===== config.mk =====
export PLATFORM = sky130hd
export DESIGN_NAME = hilo_muldiv_ctrl
export DESIGN_NICKNAME = d
export VERILOG_FILES = /design/src/rtl/muldiv_pkg.sv /design/src/rtl/muldiv_iter.sv /design/src/rtl/hilo_muldiv_ctrl.sv
export SDC_FILE = /design/constraint.sdc
export NUM_CORES = 1
export LEC_CHECK = 0
export CAP_MARGIN = 15
export CORE_UTILIZATION = 60
export DETAILED_ROUTE_END_ITERATION = 12
export DONT_BUFFER_PORTS = 1
export PLACE_DENSITY_LB_ADDON = 0.05
export SKIP_LAST_GASP = 1
export SLEW_MARGIN = 20
export SYNTH_ARGS = -nofsm -noshare
export SYNTH_HDL_FRONTEND = slang
export SYNTH_SLANG_ARGS = --single-unit

===== constraint.sdc =====
create_clock -name clk -period 11.4 [get_ports clk]
set_input_delay 1.71 -clock clk [delete_from_list [all_inputs] [get_ports clk]]
set_output_delay 1.71 -clock clk [all_outputs]
set_load 0.05 [all_outputs]

===== src/rtl/muldiv_pkg.sv =====
`default_nettype none
// =============================================================================
// Module : muldiv_pkg
// Brief  : Shared state encoding and constants for the HI/LO mul/div sequencer.
// Rev    : 1.0  initial release
// =============================================================================
package muldiv_pkg;

    typedef enum logic [1:0] {
        ST_IDLE = 2'd0,
        ST_RUN  = 2'd1,
        ST_DONE = 2'd2
    } state_t;

    localparam logic [1:0] WB_ALU   = 2'b00;
    localparam logic [1:0] WB_HI    = 2'b01;
    localparam logic [1:0] WB_LO    = 2'b10;
    localparam logic [1:0] WB_SHIFT = 2'b11;

    // Quotient reported on divide-by-zero; sliced down to the operand width.
    localparam logic [63:0] DIV0_QUOT = '1;

endpackage
`default_nettype wire


===== src/rtl/muldiv_iter.sv =====
`default_nettype none
// =============================================================================
// Module : muldiv_iter
// Brief  : One shift-add multiply or restoring-divide step per cycle.
// Rev    : 1.0  initial release
// =============================================================================
module muldiv_iter #(
    parameter int WIDTH = 32
) (
    input  logic             clk,
    input  logic             rst,
    input  logic             load,
    input  logic             loadMul,
    input  logic             mulMode,
    input  logic             step,
    input  logic [WIDTH-1:0] opA,
    input  logic [WIDTH-1:0] opB,
    output logic [WIDTH-1:0] nextHi,
    output logic [WIDTH-1:0] nextLo
);

    logic [WIDTH-1:0] r_accHi;
    logic [WIDTH-1:0] r_accLo;
    logic [WIDTH-1:0] r_operand;

    logic [WIDTH:0]   w_sum;
    logic [WIDTH:0]   w_shifted;
    logic [WIDTH:0]   w_diff;

    // Multiply: accLo holds the multiplier. Divide: accLo holds the dividend
    // shifting out on top while quotient bits shift in at the bottom.
    always_ff @(posedge clk or posedge rst) begin
        if (rst) begin
            r_accHi   <= '0;
            r_accLo   <= '0;
            r_operand <= '0;
        end else if (load) begin
            r_accHi   <= '0;
            r_accLo   <= loadMul ? opB : opA;
            r_operand <= loadMul ? opA : opB;
        end else if (step) begin
            r_accHi   <= nextHi;
            r_accLo   <= nextLo;
        end
    end

    always_comb begin
        w_sum     = {1'b0, r_accHi} + (r_accLo[0] ? {1'b0, r_operand} : {(WIDTH+1){1'b0}});
        w_shifted = {r_accHi, r_accLo[WIDTH-1]};
        w_diff    = w_shifted - {1'b0, r_operand};
        if (mulMode) begin
            nextHi = w_sum[WIDTH:1];
            nextLo = {w_sum[0], r_accLo[WIDTH-1:1]};
        end else if (!w_diff[WIDTH]) begin
            nextHi = w_diff[WIDTH-1:0];
            nextLo = {r_accLo[WIDTH-2:0], 1'b1};
        end else begin
            nextHi = w_shifted[WIDTH-1:0];
            nextLo = {r_accLo[WIDTH-2:0], 1'b0};
        end
    end

endmodule
`default_nettype wire


===== src/rtl/hilo_muldiv_ctrl.sv =====
`default_nettype none
// =============================================================================
// Module : hilo_muldiv_ctrl
// Brief  : EX-stage MULTU/DIVU sequencer, HI/LO owner, hazard stall and
//          writeback select. Define MULDIV_SIGNED_EN for signed MULT/DIV.
// Rev    : 1.0  initial release
// =============================================================================
module hilo_muldiv_ctrl
    import muldiv_pkg::*;
#(
    parameter int WIDTH = 32,
    parameter int CNT_W = $clog2(WIDTH)
) (
    input  logic             clk,
    input  logic             rst,
    input  logic             start_mul,
    input  logic             start_div,
    input  logic [WIDTH-1:0] op_a,
    input  logic [WIDTH-1:0] op_b,
    input  logic             wr_hi,
    input  logic             wr_lo,
    input  logic             rd_hi,
    input  logic             rd_lo,
    input  logic             is_shift,
`ifdef MULDIV_SIGNED_EN
    input  logic             signed_op,
`endif
    output logic [WIDTH-1:0] hi,
    output logic [WIDTH-1:0] lo,
    output logic [1:0]       wb_sel,
    output logic             busy,
    output logic             done,
    output logic             stall
);

    state_t             r_state;
    state_t             w_nextState;
    logic [CNT_W-1:0]   r_count;
    logic [WIDTH-1:0]   r_hi;
    logic [WIDTH-1:0]   r_lo;
    logic               r_isMul;
    logic               r_negQ;
    logic               r_negR;

    logic               w_signed;
    logic               w_accept;
    logic               w_divZero;
    logic               w_lastIter;
    logic [WIDTH-1:0]   w_magA;
    logic [WIDTH-1:0]   w_magB;
    logic [WIDTH-1:0]   w_iterHi;
    logic [WIDTH-1:0]   w_iterLo;
    logic [WIDTH-1:0]   w_finalHi;
    logic [WIDTH-1:0]   w_finalLo;
    logic [2*WIDTH-1:0] w_prod;

`ifdef MULDIV_SIGNED_EN
    assign w_signed = signed_op;
`else
    assign w_signed = 1'b0;
`endif

    assign w_accept   = (r_state != ST_RUN) && (start_mul || start_div);
    assign w_divZero  = !start_mul && start_div && (op_b == '0);
    assign w_lastIter = (r_count == CNT_W'(WIDTH-1));
    assign w_magA     = (w_signed && op_a[WIDTH-1]) ? (-op_a) : op_a;
    assign w_magB     = (w_signed && op_b[WIDTH-1]) ? (-op_b) : op_b;

    muldiv_iter #(
        .WIDTH   (WIDTH)
    ) u_iter (
        .clk     (clk),
        .rst     (rst),
        .load    (w_accept && !w_divZero),
        .loadMul (start_mul),
        .mulMode (r_isMul),
        .step    (r_state == ST_RUN),
        .opA     (w_magA),
        .opB     (w_magB),
        .nextHi  (w_iterHi),
        .nextLo  (w_iterLo)
    );

    // Sign fix-up folds into the last iteration's write so latency is unchanged.
    always_comb begin
        w_prod = r_negQ ? (-{w_iterHi, w_iterLo}) : {w_iterHi, w_iterLo};
        if (r_isMul) begin
            {w_finalHi, w_finalLo} = w_prod;
        end else begin
            w_finalLo = r_negQ ? (-w_iterLo) : w_iterLo;
            w_finalHi = r_negR ? (-w_iterHi) : w_iterHi;
        end
    end

    always_comb begin
        w_nextState = r_state;
        case (r_state)
            ST_IDLE, ST_DONE: begin
                if (w_accept) w_nextState = w_divZero ? ST_DONE : ST_RUN;
                else          w_nextState = ST_IDLE;
            end
            ST_RUN:  if (w_lastIter) w_nextState = ST_DONE;
            default: w_nextState = ST_IDLE;
        endcase
    end

    always_ff @(posedge clk or posedge rst) begin
        if (rst) begin
            r_state <= ST_IDLE;
            r_count <= '0;
            r_hi    <= '0;
            r_lo    <= '0;
            r_isMul <= 1'b0;
            r_negQ  <= 1'b0;
            r_negR  <= 1'b0;
        end else begin
            r_state <= w_nextState;
            if (wr_hi && !stall) r_hi <= op_a;
            if (wr_lo && !stall) r_lo <= op_a;
            if (w_accept) begin
                r_isMul <= start_mul;
                r_negQ  <= w_signed && (op_a[WIDTH-1] ^ op_b[WIDTH-1]);
                r_negR  <= w_signed && op_a[WIDTH-1];
                r_count <= '0;
                if (w_divZero) begin
                    r_hi <= op_a;
                    r_lo <= DIV0_QUOT[WIDTH-1:0];
                end
            end else if (r_state == ST_RUN) begin
                r_count <= r_count + 1'b1;
                if (w_lastIter) begin
                    r_hi <= w_finalHi;
                    r_lo <= w_finalLo;
                end
            end
        end
    end

    always_comb begin
        if (rd_hi)         wb_sel = WB_HI;
        else if (rd_lo)    wb_sel = WB_LO;
        else if (is_shift) wb_sel = WB_SHIFT;
        else               wb_sel = WB_ALU;
    end

    assign busy  = (r_state == ST_RUN);
    assign done  = (r_state == ST_DONE);
    assign stall = busy && (start_mul || start_div || rd_hi || rd_lo || wr_hi || wr_lo);
    assign hi    = r_hi;
    assign lo    = r_lo;

endmodule
`default_nettype wire


# Yosys cells after proc, flatten, opt, wreduce, memory -nomap -nowiden
# Index checks and enable logic that the tools add are counted.
[op_classes]
n_addsub = 3
n_reduce_logical = 20
eq_ne = 5
n_mux = 30
[ops]
columns = ["op", "n"]
rows = [
  ["32-bit two-way mux", 20],
  ["32-bit by 33-bit adder with 33-bit output", 1],
  ["33-bit by 32-bit subtractor with 33-bit output", 1],
  ["32-bit logical NOT", 1],
  ["2-bit two-way mux", 6],
  ["5-bit two-way mux", 2],
  ["1-bit logical AND", 7],
  ["5-bit by 1-bit adder with 5-bit output (second input constant)", 1],
  ["5-bit == test (second input constant)", 1],
  ["1-bit logical OR", 5],
  ["2-bit by 1-bit inequality test with 1-bit output (second input constant)", 2],
  ["2-bit case mux with 2 select lines", 1],
  ["2-bit nonzero test", 2],
  ["1-bit logical NOT", 3],
  ["2-bit by 1-bit == test with 1-bit output (second input constant)", 1],
  ["2-bit == test (second input constant)", 1],
  ["2-bit logical NOT", 1],
  ["2-bit OR reduction", 1],
  ["1-bit two-way mux", 1],
]
[totals]
out_inout_bits = 69
elab_cells = 66
input_bits = 73
register_bits = 168

# Longest topological paths before layout
# Gate-level depths: netlist of the first run.
[depth]
word_depth = 12
ltp_mapped = 15
mapped_depth_nobuf = 13

# Modules after synthesis
# A second synthesis of the first run with hierarchy kept.
[hier_totals]
cells_unflattened = 1507
hier_area_um2 = 13230.2
[modules_own_cells]
columns = ["mod", "n_inst", "cells_each", "seq_area_each_um2", "area_each_um2"]
rows = [
  ["muldiv_iter", 1, 1194, 2402.3, 9803.2],
  ["hilo_muldiv_ctrl", 1, 313, 1801.7, 3427.0],
]

# Worst setup path after synthesis of the first run
# No wires, ideal clock.
[synth_timing]
path_type = "input to output"
start = "input start_mul"
end = "output stall"
slack_ps = 6124
t_arrival_ps = 3566
n_path_buf = 3
cell_stages = 5
required_time_ps = 9690
path_cell_list = "clkbuf_1 -> clkbuf_1 -> clkbuf_1 -> nor2_1 -> a21oi_1"
[synth_via]
elab_chain_len = 6
[synth_rtl]
columns = ["element", "line_no", "text"]
rows = [
  ["from (decl)", "hilo_muldiv_ctrl.sv:16", "input logic start_mul,"],
  ["1-bit logical OR (5 in series)", "hilo_muldiv_ctrl.sv:148", "assign stall = busy && (start_mul || start_div || rd_hi || rd_lo || wr_hi || wr_lo);"],
  ["1-bit logical AND", "hilo_muldiv_ctrl.sv:148", ""],
  ["to (decl)", "hilo_muldiv_ctrl.sv:33", "output logic stall"],
]
# No other way between the ends.

# Final worst setup path of the first run
[layout_timing]
start = "input op_b[5]"
end = "register u_iter.r_accHi[11]"
[layout_via]
elab_chain_len = 5
elab_cells_between_ends = 6
classes_between = "mux (1); reduce/logical (5)"
[layout_rtl]
columns = ["element", "line_no", "text"]
rows = [
  ["from (decl)", "hilo_muldiv_ctrl.sv:19", "input logic [WIDTH-1:0] op_b,"],
  ["32-bit logical NOT *", "hilo_muldiv_ctrl.sv:64", "assign w_divZero = !start_mul && start_div && (op_b == '0);"],
  ["1-bit logical AND *", "hilo_muldiv_ctrl.sv:64", ""],
  ["1-bit logical NOT *", "hilo_muldiv_ctrl.sv:74", ".load (w_accept && !w_divZero),"],
  ["1-bit logical AND *", "hilo_muldiv_ctrl.sv:74", ""],
  ["32-bit two-way mux / 2-bit nonzero test (equally long branches)", "--", ""],
  ["to (signal assigned)", "muldiv_iter.sv:42", "r_accHi <= nextHi;"],
  ["to (decl)", "muldiv_iter.sv:22", "logic [WIDTH-1:0] r_accHi;"],
]
# Every way passes the cells marked *; elsewhere a longest branch is shown, timed or not.
# A chain may end at the register's enable or synchronous reset.

==> results of run 1 <==
cell usage in the layout, fill, tap and decap left out, types with 18 or more instances in the layout:
| cell | synthesis | layout |
|---|---|---|
| nor2_1 | 64 | 63 |
| xor2_1 | 22 | 22 |
| a21oi_1 | 65 | 64 |
| mux2i_1 | 119 | 119 |
| o221ai_1 | 35 | 35 |
| dfrtp_1 | 168 | 167 |
| nand2_1 | 218 | 217 |
| a21o_1 | 40 | 40 |
| o21ai_0 | 97 | 97 |
| inv_1 | 52 | 51 |
| xnor2_1 | 28 | 28 |
| a32oi_1 | 36 | 36 |
| a22oi_1 | 18 | 18 |
| and2_1 | 42 | 41 |
| ha_1 | 66 | 66 |
| nand3_1 | 27 | 27 |
area by class of cell:
class,instances,area [um^2],share of cell area
clock buffers,18,439,0.0332
clock inverters,14,150,0.0114
inverters,52,200,0.0151
multi-input cells,1123,7770,0.588
flip-flops and latches,168,4210,0.318
well taps,270,338,0.0255
repair buffers,15,113,0.00852
synth_stat cells (15+ instances only):
library cell	count	area [um^2]
clkbuf_1	74	278
inv_1	52	195
xor2_1	22	193
o31ai_1	15	113
and2_1	42	263
ha_1	66	826
dfrtp_1	168	4200
nand2_1	218	818
xnor2_1	28	245
mux2i_1	119	1190
o221ai_1	35	307
a21o_1	40	300
o21ai_0	97	485
nor4_1	16	100
nor2_1	64	240
a21oi_1	65	325
a32oi_1	36	315
a22oi_1	18	135
a22o_1	17	149
nand3_1	27	135
routing by layer:
metal  vias to the layer above  share of wire  global-route usage
met1                      5634           0.40               0.494
met2                       536           0.47               0.604
met5                         -              0                   0
met3                       135          0.074              0.0722
li1                       5220              -                   -
met4                         0          0.058               0.222
logic make-up (layout without fill, tap and decap cells):
logic type      Yosys count  after routing
compound gates          442            442
flops                   168            168
mux                     122            122
xor+xnor                 50             50
fa+ha+maj                68             68
simple gates            441            441
buf+inv                 143             99
metrics by stage:
stage          cell area [um^2]  hold slack (ns)   util  setup WS (ns)  std cells
6_report                  13200            0.517  0.649           6.59       1660
5_1_grt                   13200            0.531  0.649           6.40       1660
4_1_cts                   13200            0.512  0.649           6.73       1660
3_5_place_dp              12600            0.488  0.620           6.25       1628
3_3_place_gp              12600            0.491  0.620           6.29       1628
2_1_floorplan             12500            0.464      -           5.14       1434
worst register-to-register path: cells and delay by family, from the launching register on:
family,cells,cell delay [ns]
buf+inv,2,0.17
flops,1,0.46
simple gates,3,1.04
compound gates,6,2.17
fa+ha+maj,2,0.59
state kept, by name (all words and copies together), names as in the netlist:
register,count
r_state,2
u_iter.r_accHi,32
r_count,5
lo,32
u_iter.r_operand,32
hi,32
u_iter.r_accLo,32
r_isMul,1
path summary, 6_finish.rpt:
path	from	to	slack, ns	cells after the start
setup / recovery	op_b[5]	u_iter.r_accHi[11]	6.59	9
min in group asynchronous	rst	lo[8]	1.31	1
setup reg to reg	u_iter.r_accLo[31]	u_iter.r_accHi[18]	6.81	13
max in group asynchronous	rst	r_isMul	8.54	2
hold reg to reg	r_count[4]	r_count[4]	0.52	1
hold / removal	r_count[4]	r_count[4]	0.52	1
==> run summary, run 1 <==
Status = complete, no violations
CP Cell Sequence = nor4_1 -> nand4_1 -> nor2_1 -> nand3_1 -> nand2b_4 -> and2_2 -> buf_4 -> a22oi_1 -> o21ai_0
Synthesis-to-layout area growth = 5.69%
Worst slew pin tran = 1.11 ns
Vias in the first global route = 11100
Layout cells sized above 1 = 0.0640
EDFF count, synth = 0
DPL Wire Length = 29.0 mm
Post-synthesis instance area = 0.0125 mm^2
Drt first-iter violations = 866
CTS clock-pin slew for the worst setup and hold paths = 0.07 ns
Minimum clock period = 4.81 ns
Critical Path Max Stage Delay = 0.83 ns
Top FF cell, synth = dfrtp_1
Critical Path Start Type = input port
Die footprint = 0.0214 mm^2
Ant diodes = 0
First drt pass iteration count = 6
Final slew viol count = 0
Async SR Flop Fraction = 1.00
Post-synthesis xor/xnor area fraction = 0.0350
Register area share after synthesis = 0.336
HP Class = flop to flop
CTS root buf = clkbuf_16
Arrival @ worst endpoint = 5.15 ns
Post-CTS Setup Inserts = 0
Number of top-level pins = 142
Fill count = 1769
Max clock buf depth = 2
Max cap viols = 0
Routed WL = 40.3 mm
Worst slew margin = 0.261
GRT Util Overall = 0.383
Via Count = 11500
Port Buffers = 0
Via-per-instance ratio = 6.94
Residual DRC count = 0
Crit-path leading delay family = simple AND/OR/NAND/NOR gates
Final Cycle Share = 0.422
First-pass GRT wire length = 62.9 mm
Wire per inst = 24.2 um
Critical path's slowest cell = nand2b_4
Sink Count = 168
Adder and majority gate portion of the synthesized area = 0.0692
GP Congestion = 0.950
TritonCTS Buffers = 17
Num rows = 52
Syn avg cell area = 8.72 um^2
Hold Fails Final Rpt = 0
Crit end category = flop
Nets = 1518
Syn Nets = 1575
Initial antenna violation count = 1
Clock Skews = 0.0219 ns
Synth Area in Compound Gates = 0.252
Routed Antenna Nets = 0
RSZ-0062 raised after global routing = no
Combinational family with the most area after synthesis = compound AO/OA/AOI/OAI gates
Setup violations, final = 0
Flops & latches, synth = 168
Die span in x = 146 um
Req. time, crit path = 11.74 ns
Largest fanout on the critical path = 102
Die Ht = 146 um
Fmax = 0.208 GHz
Crit path buf inv count = 1
CTS Hold Bufs = 0
Setup Total Neg Slack = 0 ns
YS warnings = 0
Post-CTS Resized = 0
Synth unique cells = 78
Clk Latency, worst-skew pair = 0.45 ns
Mux share of post-synthesis cell area = 0.0979
Htree depth = 4
Mapped Cells = 1434
Post-Synth Simple-Gate Area = 0.164
Initial Util = 0.614
CTS tree = done
Largest net degree at the start of global routing = 105
Critical path class = input port to flop
Grt ovf = 0
Core Region = 0.0204 mm^2
Power of run 1 is not shown: default switching activity piles up to over one toggle a cycle in this logic, so the estimate is an artifact.
==> inputs of run 2 (changes only) <==
==> constraint.sdc (replaced) <==
create_clock -name clk -period 4.6 [get_ports clk]
set_input_delay 0.69 -clock clk [delete_from_list [all_inputs] [get_ports clk]]
set_output_delay 0.69 -clock clk [all_outputs]
set_load 0.05 [all_outputs]
==> run 2 against run 1 <==
  * Die area unchanged
  * Global-route usage up 2.2 points
  * First-iteration DRC count up 18%
  * Largest cell class unchanged
==> run summary, run 2 (synthesis results as in run 1) <==
Arrival @ worst endpoint = 4.15 ns
Initial Util = 0.614
Initial antenna violation count = 0
Clk Latency, worst-skew pair = 0.44 ns
Largest net degree at the start of global routing = 140
CTS root buf = clkbuf_16
Grt ovf = 0
Max clock buf depth = 2
Synthesis-to-layout area growth = 6.25%
Number of top-level pins = 142
Post-CTS Resized = 0
Hold Fails Final Rpt = 0
Via-per-instance ratio = 6.93
R2R Setup Slk = 0.73 ns
Post-CTS Setup Inserts = 0
Clock Skews = 0.0148 ns
Critical path class = flop to flop
CTS Hold Bufs = 0
Worst slew pin tran = 1.08 ns
Setup Total Neg Slack = 0 ns
Setup violations, final = 0
Minimum clock period = 3.87 ns
Final Cycle Share = 0.841
Placement Setup Slack = 0.827 ns
Commonest cells after routing, fill and taps aside = nand2_1, dfrtp_1, mux2i_1
Layout cells sized above 1 = 0.0667
Crit end category = flop
First-pass GRT wire length = 66.2 mm
Largest fanout on the critical path = 10
DPL Wire Length = 31.2 mm
RSZ-0062 raised after global routing = no
CTS clock-pin slew for the worst setup and hold paths = 0.08 ns
Post-layout util = 0.653
Vias in the first global route = 11400
Die Ht = 146 um
Residual DRC count = 0
Critical Path Start Type = flop
Status = complete, no violations
Port Buffers = 0
GRT Util Overall = 0.405
Drt first-iter violations = 1021
GP Congestion = 1.04
Core Region = 0.0204 mm^2
Most common cell after layout, fill and taps aside = nand2_1
Final worst slack = 0.732 ns
TritonCTS Buffers = 17
Max cap viols = 0
Final slew viol count = 0
Routed WL = 42.8 mm
Routed Antenna Nets = 0
HP Class = input port to async pin
Req. time, crit path = 4.88 ns
Via Count = 11500
CTS tree = done
Fmax = 0.259 GHz
Num rows = 52
Htree depth = 4
Nets = 1522
Wire per inst = 25.7 um
Sink Count = 168
Die footprint = 0.0214 mm^2
Worst slew margin = 0.279
Ant diodes = 0
First drt pass iteration count = 5
Die span in x = 146 um
run 2: worst max-delay path: stages (launching register included):
cell	delay, ns
dfrtp_1	0.41
inv_1	0.10
ha_1	0.18
inv_1	0.06
fa_1	0.41
nand3_1	0.16
a211oi_2	0.12
or2_4	0.28
a41o_1	0.33
a31oi_4	0.29
a21o_2	0.18
nand3_2	0.22
o311ai_0	0.79
o21ai_0	0.17
run 2: worst paths after layout:
kind | from | endpoint | cells past startpoint
worst max-delay path | u_iter.r_accLo[31] | u_iter.r_accHi[18] | 13
worst min-delay path | rst | r_count[2] | 1
worst max register to register | u_iter.r_accLo[31] | u_iter.r_accHi[18] | 13
worst min register to register | u_iter.r_operand[7] | u_iter.r_operand[7] | 2
max in group asynchronous | rst | u_iter.r_accHi[22] | 2
min in group clk | op_a[5] | hi[5] | 2
run 2: metal layers:
metal | part of all wire | wire (um) | vias to the layer above | global-route usage
met5 | 0 | 0 | - | 0
met4 | 0.054 | 2290 | 0 | 0.214
met3 | 0.078 | 3340 | 133 | 0.0825
met2 | 0.47 | 20000 | 555 | 0.661
met1 | 0.40 | 17100 | 5601 | 0.507
li1 | - | - | 5244 | -
run 2: final cells by class:
type / count / area [um^2]
inverter: 52 / 199
clock buffer: 17 / 425
tap: 270 / 338
clock inverter: 15 / 179
sequential: 168 / 4210
multi-input combinational: 1123 / 7780
fill: 1768 / 7070
timing repair buffer: 19 / 168
run 2: per-stage QoR:
| step | area, um^2 | hold WS, ns | std cells |
|---|---|---|---|
| floorplan | 12500 | 0.464 | 1434 |
| global placement | 12700 | 0.482 | 1632 |
| detailed placement | 12700 | 0.492 | 1632 |
| CTS | 13300 | 0.228 | 1664 |
| global route | 13300 | 0.263 | 1664 |
| finish | 13300 | 0.218 | 1664 |
Power of run 2 is left out for the same reason.
==> inputs of run 3 (changes only) <==
--- a/config.mk
+++ b/config.mk
@@ -6,7 +6,7 @@
 export NUM_CORES = 1
 export LEC_CHECK = 0
 export CAP_MARGIN = 15
-export CORE_UTILIZATION = 60
+export CORE_UTILIZATION = 59
 export DETAILED_ROUTE_END_ITERATION = 12
 export DONT_BUFFER_PORTS = 1
 export PLACE_DENSITY_LB_ADDON = 0.05
==> constraint.sdc (replaced) <==
create_clock -name clk -period 3.15 [get_ports clk]
set_input_delay 0.4725 -clock clk [delete_from_list [all_inputs] [get_ports clk]]
set_output_delay 0.4725 -clock clk [all_outputs]
set_load 0.05 [all_outputs]
==> run 3 against run 2 <==
  * The run now ends with setup timing left
  * Global-route usage rose by 3.9 points
  * Final cell count is 16% higher
  * Clock skew up 0.0031 ns
  * Flip-flop and latch count is the same
  * Clock-buffer cell count unchanged
  * Design area grew 23%
  * Utilization up 15 points
  * Via count grew 16%
  * Critical path type unchanged
  * Largest cell class unchanged
  * Highest routed layer is now met5
==> run summary, run 3 (synthesis results as in run 1) <==
Core Region = 0.0205 mm^2
Hold path cells = 2
CTS root buf = clkbuf_16
Hold Path Origin = op_a[4]
Final slew viol count = 0
Drt first-iter violations = 1359
Clock Skews = 0.0179 ns
R2R Setup Slk = -0.25 ns
Sink Count = 168
Num rows = 52
TritonCTS Buffers = 17
Ant diodes = 0
First drt pass iteration count = 6
Max cap viols = 0
RR Startpoint = u_iter.r_operand[6]
Largest net degree at the start of global routing = 102
Die Ht = 148 um
Nets = 1787
Max clock buf depth = 2
Wire per inst = 26.3 um
Clk Latency, worst-skew pair = 0.44 ns
Largest fanout on the critical path = 3
Port Buffers = 0
Hold Fails Final Rpt = 0
HP Class = input port to flop
Multi-input gate area = 0.00870 mm^2
Fill count = 1327
Die span in x = 148 um
Failing checks = setup timing
CTS tree = done
Crit end category = flop
Die footprint = 0.0218 mm^2
Status = finished, violations left
RR Endpoint = u_iter.r_accHi[29]
Routed Antenna Nets = 0
Vias in the first global route = 13200
Critical Path Start Type = flop
DPL Wire Length = 34.9 mm
GP Congestion = 0.991
Worst reg-to-reg path cell count = 12
Layout cells sized above 1 = 0.283
Number of top-level pins = 142
Worst slew margin = 0.311
CTS clock-pin slew for the worst setup and hold paths = 0.07 ns
First-pass GRT wire length = 73.5 mm
Final Cycle Share = 1.08
Placement-stage cell area = 0.0144 mm^2
Commonest cells after routing, fill and taps aside = buf_4, nand2_1, dfrtp_1
Arrival @ worst endpoint = 3.69 ns
Initial Util = 0.610
Initial antenna violation count = 2
Residual DRC count = 0
RSZ-0062 raised after global routing = yes
Grt ovf = 0
Critical path class = flop to flop
Minimum clock period = 3.40 ns
Htree depth = 4
FF+latch area = 0.00421 mm^2
Fmax = 0.294 GHz
Via Count = 13400
Routed WL = 50.6 mm
Worst slew pin tran = 1.03 ns
WHS Endpoint = hi[4]
Final std cell area, no fill = 0.0164 mm^2
Req. time, crit path = 3.45 ns
Setup violations, final = 60
Final worst slack = -0.249 ns
Most common cell after layout, fill and taps aside = buf_4
Synthesis-to-layout area growth = 31.1%
GRT Util Overall = 0.444
Via-per-instance ratio = 6.95
[run 3: cell count changes in the layout (fill, tap and decap cells not counted), sizes merged]
cell | previous run | this run
dlygate4sd3 | 0 | 1
bufinv | 0 | 2
buf | 19 | 283
inv | 56 | 59
clkinv | 9 | 3
[run 3: worst max-delay path: stages (launching register included)]
cell      delay (ns)
dfrtp_1         0.39
inv_1           0.06
ha_1            0.31
buf_4           0.16
a211oi_1        0.56
a31oi_1         0.27
a21o_1          0.28
buf_4           0.17
and4_1          0.19
o2111a_1        0.25
a211o_1         0.35
mux2i_2         0.18
o21ai_1         0.08
[run 3: per-stage QoR]
step	worst slack, ns	setup TNS [ns]	utilization	hold WS (ns)	std cells
final	-0.249	-4.85	0.800	0.166	1928
after detailed placement	-0.804	-31.79	0.705	0.421	1859
after global routing	-0.301	-9.50	0.800	0.195	1928
after floorplan	0.0286	0	-	0.464	1434
after global placement	-0.709	-27.25	0.705	0.420	1859
after CTS	-0.0977	-0.418	0.761	0.169	1918
[run 3: repair_timing]
action                                  4_1_cts  5_1_grt
buffers inserted                             25       12
hold endpoints to repair                     22        0
pin swaps                                    36       58
gates cloned                                  2        0
resized for setup                            65      162
endpoints found under the setup margin       66       66
hold buffers                                  1        0
[run 3: how the worst max path moves through the flow]
stage | startpoint | to | slack, ns | cells past startpoint
floorplan | u_iter.r_accLo[0] | u_iter.r_accHi[25] | 0.03 | 13
global placement | u_iter.r_accLo[31] | u_iter.r_accHi[15] | -0.71 | 14
detailed placement | u_iter.r_accLo[31] | u_iter.r_accHi[15] | -0.80 | 14
CTS | u_iter.r_accLo[0] | hi[30] | -0.1 | 13
global route | u_iter.r_accLo[31] | hi[30] | -0.30 | 15
finish | u_iter.r_operand[6] | u_iter.r_accHi[29] | -0.25 | 12
[run 3: cell type report]
cell class | instances | share of cell area
sequential | 168 | 0.257
inverter | 52 | 0.0121
clock inverter | 14 | 0.00984
clock buffer | 17 | 0.0259
tap | 270 | 0.0206
timing repair buffer | 284 | 0.144
multi-input combinational | 1123 | 0.530
[run 3: layer usage]
metal	share of wire	global-route usage
met3	0.11	0.109
met4	0.088	0.304
met1	0.35	0.524
met5	0.00024	0
met2	0.45	0.717
Power of run 3 is left out for the same reason.
